===== src/rtl/core_pkg.sv =====
// ---------------------------------------------------------------------------
// core_pkg
//   Shared definitions for the RV32I front end: default datapath width, the
//   canonical NOP word, the layout of one prefetch-queue entry and the bit
//   positions of the rs1/rs2 register fields. Decode and the hazard unit
//   import the same field positions so all three agree on the encoding.
// ---------------------------------------------------------------------------
package core_pkg;

  localparam int XLEN = 32;

  // addi x0,x0,0 - presented to decode whenever the queue has nothing to offer
  localparam logic [31:0] NOP_INSTR = 32'h0000_0013;

  // Register source fields inside a 32-bit RV32I instruction word
  localparam int RS1_LSB = 15;
  localparam int RS1_MSB = 19;
  localparam int RS2_LSB = 20;
  localparam int RS2_MSB = 24;

  // One prefetch-queue entry; packed so it maps directly onto a FIFO word
  typedef struct packed {
    logic [XLEN-1:0] pc;
    logic [XLEN-1:0] pcp4;
    logic [31:0]     instr;
  } fetch_entry_t;

endpackage


===== src/rtl/sync_fifo.sv =====
// ---------------------------------------------------------------------------
// sync_fifo
//   Single-clock FIFO with DEPTH-modulo read/write pointers and an explicit
//   occupancy counter. The head word is read straight from storage (no
//   output register), so a word pushed at edge N is visible after edge N.
//
// Ports
//   clk    in   clock
//   rst    in   synchronous active-high reset, empties the FIFO
//   push   in   write wdata at the tail (ignored when full without a pop)
//   pop    in   drop the head word (ignored when empty)
//   clear  in   flush all contents; overrides push and pop
//   wdata  in   tail write data
//   rdata  out  head word (stale contents when empty)
//   count  out  occupancy, 0..DEPTH
//   empty  out  count == 0
//   full   out  count == DEPTH
// ---------------------------------------------------------------------------
module sync_fifo #(
  parameter int WIDTH = 32,
  parameter int DEPTH = 4
) (
  input  logic                     clk,
  input  logic                     rst,
  input  logic                     push,
  input  logic                     pop,
  input  logic                     clear,
  input  logic [WIDTH-1:0]         wdata,
  output logic [WIDTH-1:0]         rdata,
  output logic [$clog2(DEPTH):0]   count,
  output logic                     empty,
  output logic                     full
);

  localparam int PW = $clog2(DEPTH);
  localparam logic [PW:0] DEPTH_C = (PW+1)'(DEPTH);

  logic [WIDTH-1:0] mem_q [DEPTH];
  logic [WIDTH-1:0] mem_d [DEPTH];
  logic [PW-1:0]    wr_ptr_q, wr_ptr_d;
  logic [PW-1:0]    rd_ptr_q, rd_ptr_d;
  logic [PW:0]      count_q, count_d;
  logic             do_push, do_pop;

  assign empty = (count_q == '0);
  assign full  = (count_q == DEPTH_C);

  // A push into a full FIFO is only legal when the head leaves in the same
  // cycle; the guards make over/underflow impossible regardless of callers.
  assign do_pop  = pop & !empty;
  assign do_push = push & (!full | do_pop);

  assign rdata = mem_q[rd_ptr_q];
  assign count = count_q;

  // Next-state for storage, pointers and occupancy. DEPTH is a power of two,
  // so the pointers wrap naturally at their bit width.
  always_comb begin
    mem_d    = mem_q;
    wr_ptr_d = wr_ptr_q;
    rd_ptr_d = rd_ptr_q;
    count_d  = count_q;
    if (clear) begin
      wr_ptr_d = '0;
      rd_ptr_d = '0;
      count_d  = '0;
    end else begin
      if (do_push) begin
        mem_d[wr_ptr_q] = wdata;
        wr_ptr_d        = wr_ptr_q + PW'(1);
      end
      if (do_pop) begin
        rd_ptr_d = rd_ptr_q + PW'(1);
      end
      case ({do_push, do_pop})
        2'b10:   count_d = count_q + (PW+1)'(1);
        2'b01:   count_d = count_q - (PW+1)'(1);
        default: count_d = count_q;
      endcase
    end
  end

  // Control state is reset; payload storage needs no reset because nothing
  // reads it while the FIFO is empty.
  always_ff @(posedge clk) begin
    if (rst) begin
      wr_ptr_q <= '0;
      rd_ptr_q <= '0;
      count_q  <= '0;
    end else begin
      wr_ptr_q <= wr_ptr_d;
      rd_ptr_q <= rd_ptr_d;
      count_q  <= count_d;
    end
  end

  always_ff @(posedge clk) begin
    mem_q <= mem_d;
  end

endmodule


===== src/rtl/fetch_queue.sv =====
// ---------------------------------------------------------------------------
// fetch_queue
//   Instruction-fetch front end. Issues sequential fetches to instruction
//   memory, buffers {pc, pc+4, instr} entries in a prefetch queue and serves
//   them to decode with a valid/ready handshake. Early (ID) and late (MEM)
//   redirects flush the queue and restart fetching at the target.
//
// Ports
//   clk, rst            clock, synchronous active-high reset
//   iaddr / ireq        fetch address (the fetch PC) and request
//   iready_n / idata    active-low memory ready and returned instruction
//   redir_early_*       ID-stage redirect
//   redir_late_*        MEM-stage redirect, wins over the early one
//   out_valid/out_ready head handshake towards decode
//   out_instr/pc/pcp4   head entry (NOP_INSTR / 0 when nothing is valid)
//   out_rs1/out_rs2     register fields of out_instr for the hazard unit
//   count               queue occupancy
// ---------------------------------------------------------------------------
module fetch_queue #(
  parameter int              XLEN      = core_pkg::XLEN,
  parameter int              DEPTH     = 4,
  parameter logic [XLEN-1:0] RESET_PC  = '0,
  parameter logic [31:0]     NOP_INSTR = core_pkg::NOP_INSTR
) (
  input  logic                   clk,
  input  logic                   rst,
  output logic [XLEN-1:0]        iaddr,
  output logic                   ireq,
  input  logic                   iready_n,
  input  logic [31:0]            idata,
  input  logic                   redir_early_valid,
  input  logic [XLEN-1:0]        redir_early_pc,
  input  logic                   redir_late_valid,
  input  logic [XLEN-1:0]        redir_late_pc,
  output logic                   out_valid,
  input  logic                   out_ready,
  output logic [31:0]            out_instr,
  output logic [XLEN-1:0]        out_pc,
  output logic [XLEN-1:0]        out_pcp4,
  output logic [4:0]             out_rs1,
  output logic [4:0]             out_rs2,
  output logic [$clog2(DEPTH):0] count
);

  import core_pkg::*;

  localparam int FW = 2*XLEN + 32;

  logic [XLEN-1:0] fetch_pc_q, fetch_pc_d;
  logic [XLEN-1:0] redir_target;
  logic            redirect;
  logic            pop;
  logic            accept;
  logic            fifo_empty, fifo_full;
  logic [FW-1:0]   push_data, head_data;
  logic [XLEN-1:0] head_pc, head_pcp4;
  logic [31:0]     head_instr;

  // Late redirect overrides early; targets are forced word-aligned.
  assign redirect = redir_late_valid | redir_early_valid;
  always_comb begin
    redir_target = redir_late_valid ? redir_late_pc : redir_early_pc;
    redir_target = {redir_target[XLEN-1:2], 2'b00};
  end

  // The head is only offered outside reset; a pop needs an actual entry.
  assign out_valid = !rst & !fifo_empty;
  assign pop       = out_valid & out_ready;

  // A fetch is requested whenever there is (or will be, via a pop) room.
  // Redirect cycles fetch nothing: the target is fetched the cycle after.
  assign ireq   = !rst & !redirect & (!fifo_full | pop);
  assign accept = ireq & !iready_n;
  assign iaddr  = fetch_pc_q;

  assign push_data = {fetch_pc_q, fetch_pc_q + XLEN'(4), idata};

  sync_fifo #(
    .WIDTH (FW),
    .DEPTH (DEPTH)
  ) u_queue (
    .clk   (clk),
    .rst   (rst),
    .push  (accept),
    .pop   (pop & !redirect),
    .clear (redirect),
    .wdata (push_data),
    .rdata (head_data),
    .count (count),
    .empty (fifo_empty),
    .full  (fifo_full)
  );

  assign {head_pc, head_pcp4, head_instr} = head_data;

  // Decode sees a NOP and zero PCs whenever the head is not valid, so stale
  // storage contents never leak into the pipeline.
  assign out_instr = out_valid ? head_instr : NOP_INSTR;
  assign out_pc    = out_valid ? head_pc    : '0;
  assign out_pcp4  = out_valid ? head_pcp4  : '0;
  assign out_rs1   = out_instr[RS1_MSB:RS1_LSB];
  assign out_rs2   = out_instr[RS2_MSB:RS2_LSB];

  // Fetch PC: redirect target wins, otherwise advance by one word on each
  // accepted fetch (wraps modulo 2^XLEN), otherwise hold for the memory.
  always_comb begin
    fetch_pc_d = fetch_pc_q;
    if (redirect) begin
      fetch_pc_d = redir_target;
    end else if (accept) begin
      fetch_pc_d = fetch_pc_q + XLEN'(4);
    end
  end

  always_ff @(posedge clk) begin
    if (rst) begin
      fetch_pc_q <= RESET_PC;
    end else begin
      fetch_pc_q <= fetch_pc_d;
    end
  end

endmodule

===== config.mk =====
export PLATFORM = sky130hd
export DESIGN_NAME = fetch_queue
export DESIGN_NICKNAME = d
export VERILOG_FILES = /design/src/rtl/core_pkg.sv /design/src/rtl/sync_fifo.sv /design/src/rtl/fetch_queue.sv
export SDC_FILE = /design/constraint.sdc
export NUM_CORES = 1
export LEC_CHECK = 0
export CORE_MARGIN = 8
export CORE_UTILIZATION = 59
export DETAILED_ROUTE_END_ITERATION = 10
export PLACE_DENSITY = 0.87
export SYNTH_ARGS = -nofsm -noshare
export SYNTH_HDL_FRONTEND = slang
export SYNTH_SLANG_ARGS = --single-unit

===== constraint.sdc =====
create_clock -name clk -period 16.13 [get_ports clk]
set_clock_uncertainty 0.05 [all_clocks]
set_input_delay 4.839 -clock clk [delete_from_list [all_inputs] [get_ports clk]]
set_output_delay 4.839 -clock clk [all_outputs]
set_load 0.005 [all_outputs]

==> impl_metrics.csv <==
group,metric,value,unit
synthesis,syn-cell-area,0.0171,mm^2
worst_setup_path,cp_top_family,"buffers and inverters",
placed_design,io_buffer_count,234,
sta,finalHoldViolations,0,
floorplan,coreArea,0.0286,mm^2
cts,clk_path_buf_depth,3,
synthesis,synth_cells,985,
sta,final_max_slew_viol_count,0,
synthesis,yosys.area.top_type,"edfxtp_1",
global_routing,grt_max_degree,73,
global_routing,grt_pass1_wl,58100,um
worst_setup_path,crit_type,"input pin to output pin",
drt,drt_iter0_drc,768,
synthesis,avgSynthCellArea,17.3,um^2
cts,post-cts-setup-buffers,0,
worst_setup_path,max_stage_delay,640,ps
global_routing,antenna_found_initial,0,
final_layout,fin_nets,1287,
global_routing,busiest_layer,"met2",
drt,drt_wl_total,37800,um
drt,drc,0,
sta,finalSetupViolCount,0,
global_routing,gr-usage-met2,37.0,%
worst_setup_path,startpoint_type,"input pin",
outcome,status,"finished, final reports clean",
worst_setup_path,crit_top_cell,"buf_4",
worst_setup_path,crit_slowest_cell,"nor2_4",
drt,detail-route-antenna-nets,0,
floorplan,initial_utilization,59.7,%
synthesis,yosys_warnings,0,
worst_setup_path,critical_path.cell_chain,"buf_2, buf_4, nor2_4, buf_4, and2_1, clkdlybuf4s50_1",
global_routing,grt_pass1_vias,10102,
synthesis,synth.most_common_cell,"edfxtp_1",
synthesis,synth_compound_area_share,2.92,%
global_routing,gr-total-overflow,0,
synthesis,synth_top_area_share,64.7,%
floorplan,die_h,186,um
drt,dr.pass1.iters,6,
sta,worst_slack,3970,ps
synthesis,yosys-top-cells-count,"368 x edfxtp_1, 92 x mux4_2, 91 x and2_1",
sta,setup_tns,0,ps
placed_design,place_area,0.0195,mm^2
sta,period_needed,12160,ps
cts,numCtsBuffers,41,
synthesis,ys_ff_latch,405,
worst_setup_path,end_kind,"output pin",
cts,hold_buffers,0,
worst_setup_path,cp_max_fo,59,
global_routing,track_usage,22.0,%
synthesis,synth_cell_types,55,
cts,cts_resized,0,
synthesis,synth_mux_area_share,12.2,%
job,maxCapViolCount,0,
synthesis,synth_xor_area_share,2.87,%
pwr,p_total,2.22,mW
cts,cts_max_level,2,
placed_design,hpwl,23500,um
pwr,p_leak,6.59,nW
floorplan,row_count,62,
worst_setup_path,cp.required,11240,ps
floorplan,die_w,186,um
global_routing,met3_usage,4.53,%
worst_setup_path,rr_startpoint,"u_queue.count[0]",
cts,clock-sinks,405,
floorplan,boundaryPins,245,
drt,vias,9452,
final_layout,antenna_cells,0,
drt,wl_per_cell,23.8,um
cts,clock-root-buffer,"clkbuf_16",
synthesis,async_flop_share,0,%
global_routing,grtUsageMet1,29.3,%
placed_design,gp_congestion,0.780,
sta,slew_headroom,23.6,%
synthesis,synth_edf_count,368,
min_path,hold_path.class,"flip-flop to flip-flop",
synthesis,seq_area_frac_synth,69.0,%
sta,fin_crit_sh,75.4,%
final_layout,drive_gt1_share,16.3,%
sta,max_freq,82.2,MHz
synthesis,synthSimpleGateAreaFrac,8.56,%
pwr,ir_drop,0.000103,V
floorplan,dieArea,0.0347,mm^2
sta,worst_pin_slew,1150,ps
cts,cts_tree,"yes",
final_layout,final_area,0.0208,mm^2
worst_setup_path,worstPathArrival,7270,ps
synthesis,synthFlopType,"edfxtp_1",
final_layout,syn_to_final_growth,21.8,%
final_layout,final_cells,1592,
placed_design,dp.cells,1519,
min_path,worstHoldStart,"u_queue.count[2]",
placed_design,dp_slack,3940,ps
worst_setup_path,path_buf_inv,4,
cts,clkTransAtPathRegs,60,ps
drt,vias_per_cell,5.94,
pwr,cellPowerDensity,107,mW/mm^2
worst_setup_path,startpoint,"rst",
synthesis,synth_top_family_by_area,"multiplexers",
sta,rsz0062_at_grt,"no",
synthesis,synthTopCellsByArea,"edfxtp_1 65%, mux4_2 12%, dfxtp_1 4.3%",
cts,clk_latency,530,ps
synthesis,synth_fa_ha_area_share,0.557,%
registers in the layout, indices dropped and copies added, names as in the netlist:
| name | cells |
|---|---|
| u_queue.count | 3 |
| u_queue.wr_ptr_q | 2 |
| u_queue.rd_ptr_q | 2 |
| u_queue.mem_q | 368 |
| iaddr | 30 |
per-layer routing:
metal,part of all wire [%],routed length [um]
met3,8.1,3070
met1,41,15400
met5,0,0
met2,49,18700
met4,1.8,666
per-stage QoR:
stage	utilization, %	hold slack, ps
floorplan	-	428
global placement	68.0	450
detailed placement	68.0	480
CTS	72.7	490
global route	72.7	526
finish	72.7	481
report_power, final:
part	internal, mW	switching (mW)	leakage (nW)
clock network	0.569	0.377	0.657
registers	1.16	0.0187	3.57
logic	0.0500	0.0457	2.36
total	1.78	0.442	6.59
worst min-delay path, stage by stage, from the launching register on:
cell and delay, ps:
dfxtp_1 340, o21ai_0 80, a21oi_1 60
cell usage in the layout (no fill, tap or decap), types with 22 or more instances in the layout:
| cell type | count |
|---|---|
| and2_1 | 91 |
| clkbuf_16 | 41 |
| clkdlybuf4s50_1 | 233 |
| dfxtp_1 | 35 |
| edfxtp_1 | 368 |
| mux4_2 | 92 |
| nand2_1 | 30 |
| nor2_1 | 24 |
| o22ai_1 | 22 |
| xnor2_1 | 22 |
| xor2_1 | 34 |
area by class of cell:
class                   instances  area [um^2]
well taps                     384          480
inverters                      13         48.8
flip-flops and latches        405        11800
clock inverters                23          275
fillers                      1679         7820
clock buffers                  50         1070
multi-input cells             470         4690
repair buffers                247         2430
path summary, 6_finish.rpt:
path                                    endpoint  slack [ps]  depth (start not counted)
worst max-delay path                out_pcp4[24]        3970                          6
worst min-delay path            u_queue.count[2]         480                          2
worst max register to register  u_queue.count[2]       13160                          9
worst min register to register  u_queue.count[2]         480                          2
cells by family (layout without fill, tap and decap cells):
group / count (synthesis) / count (layout)
AO/OA/AOI/OAI: 75 / 75
XOR/XNOR: 56 / 56
adder cells (fa/ha/maj): 7 / 7
buffers and inverters: 115 / 333
flip-flops: 405 / 405
multiplexers: 94 / 94
other: 1 / 6
AND/OR/NAND/NOR: 232 / 232
Power figures use the tool's default switching activity.
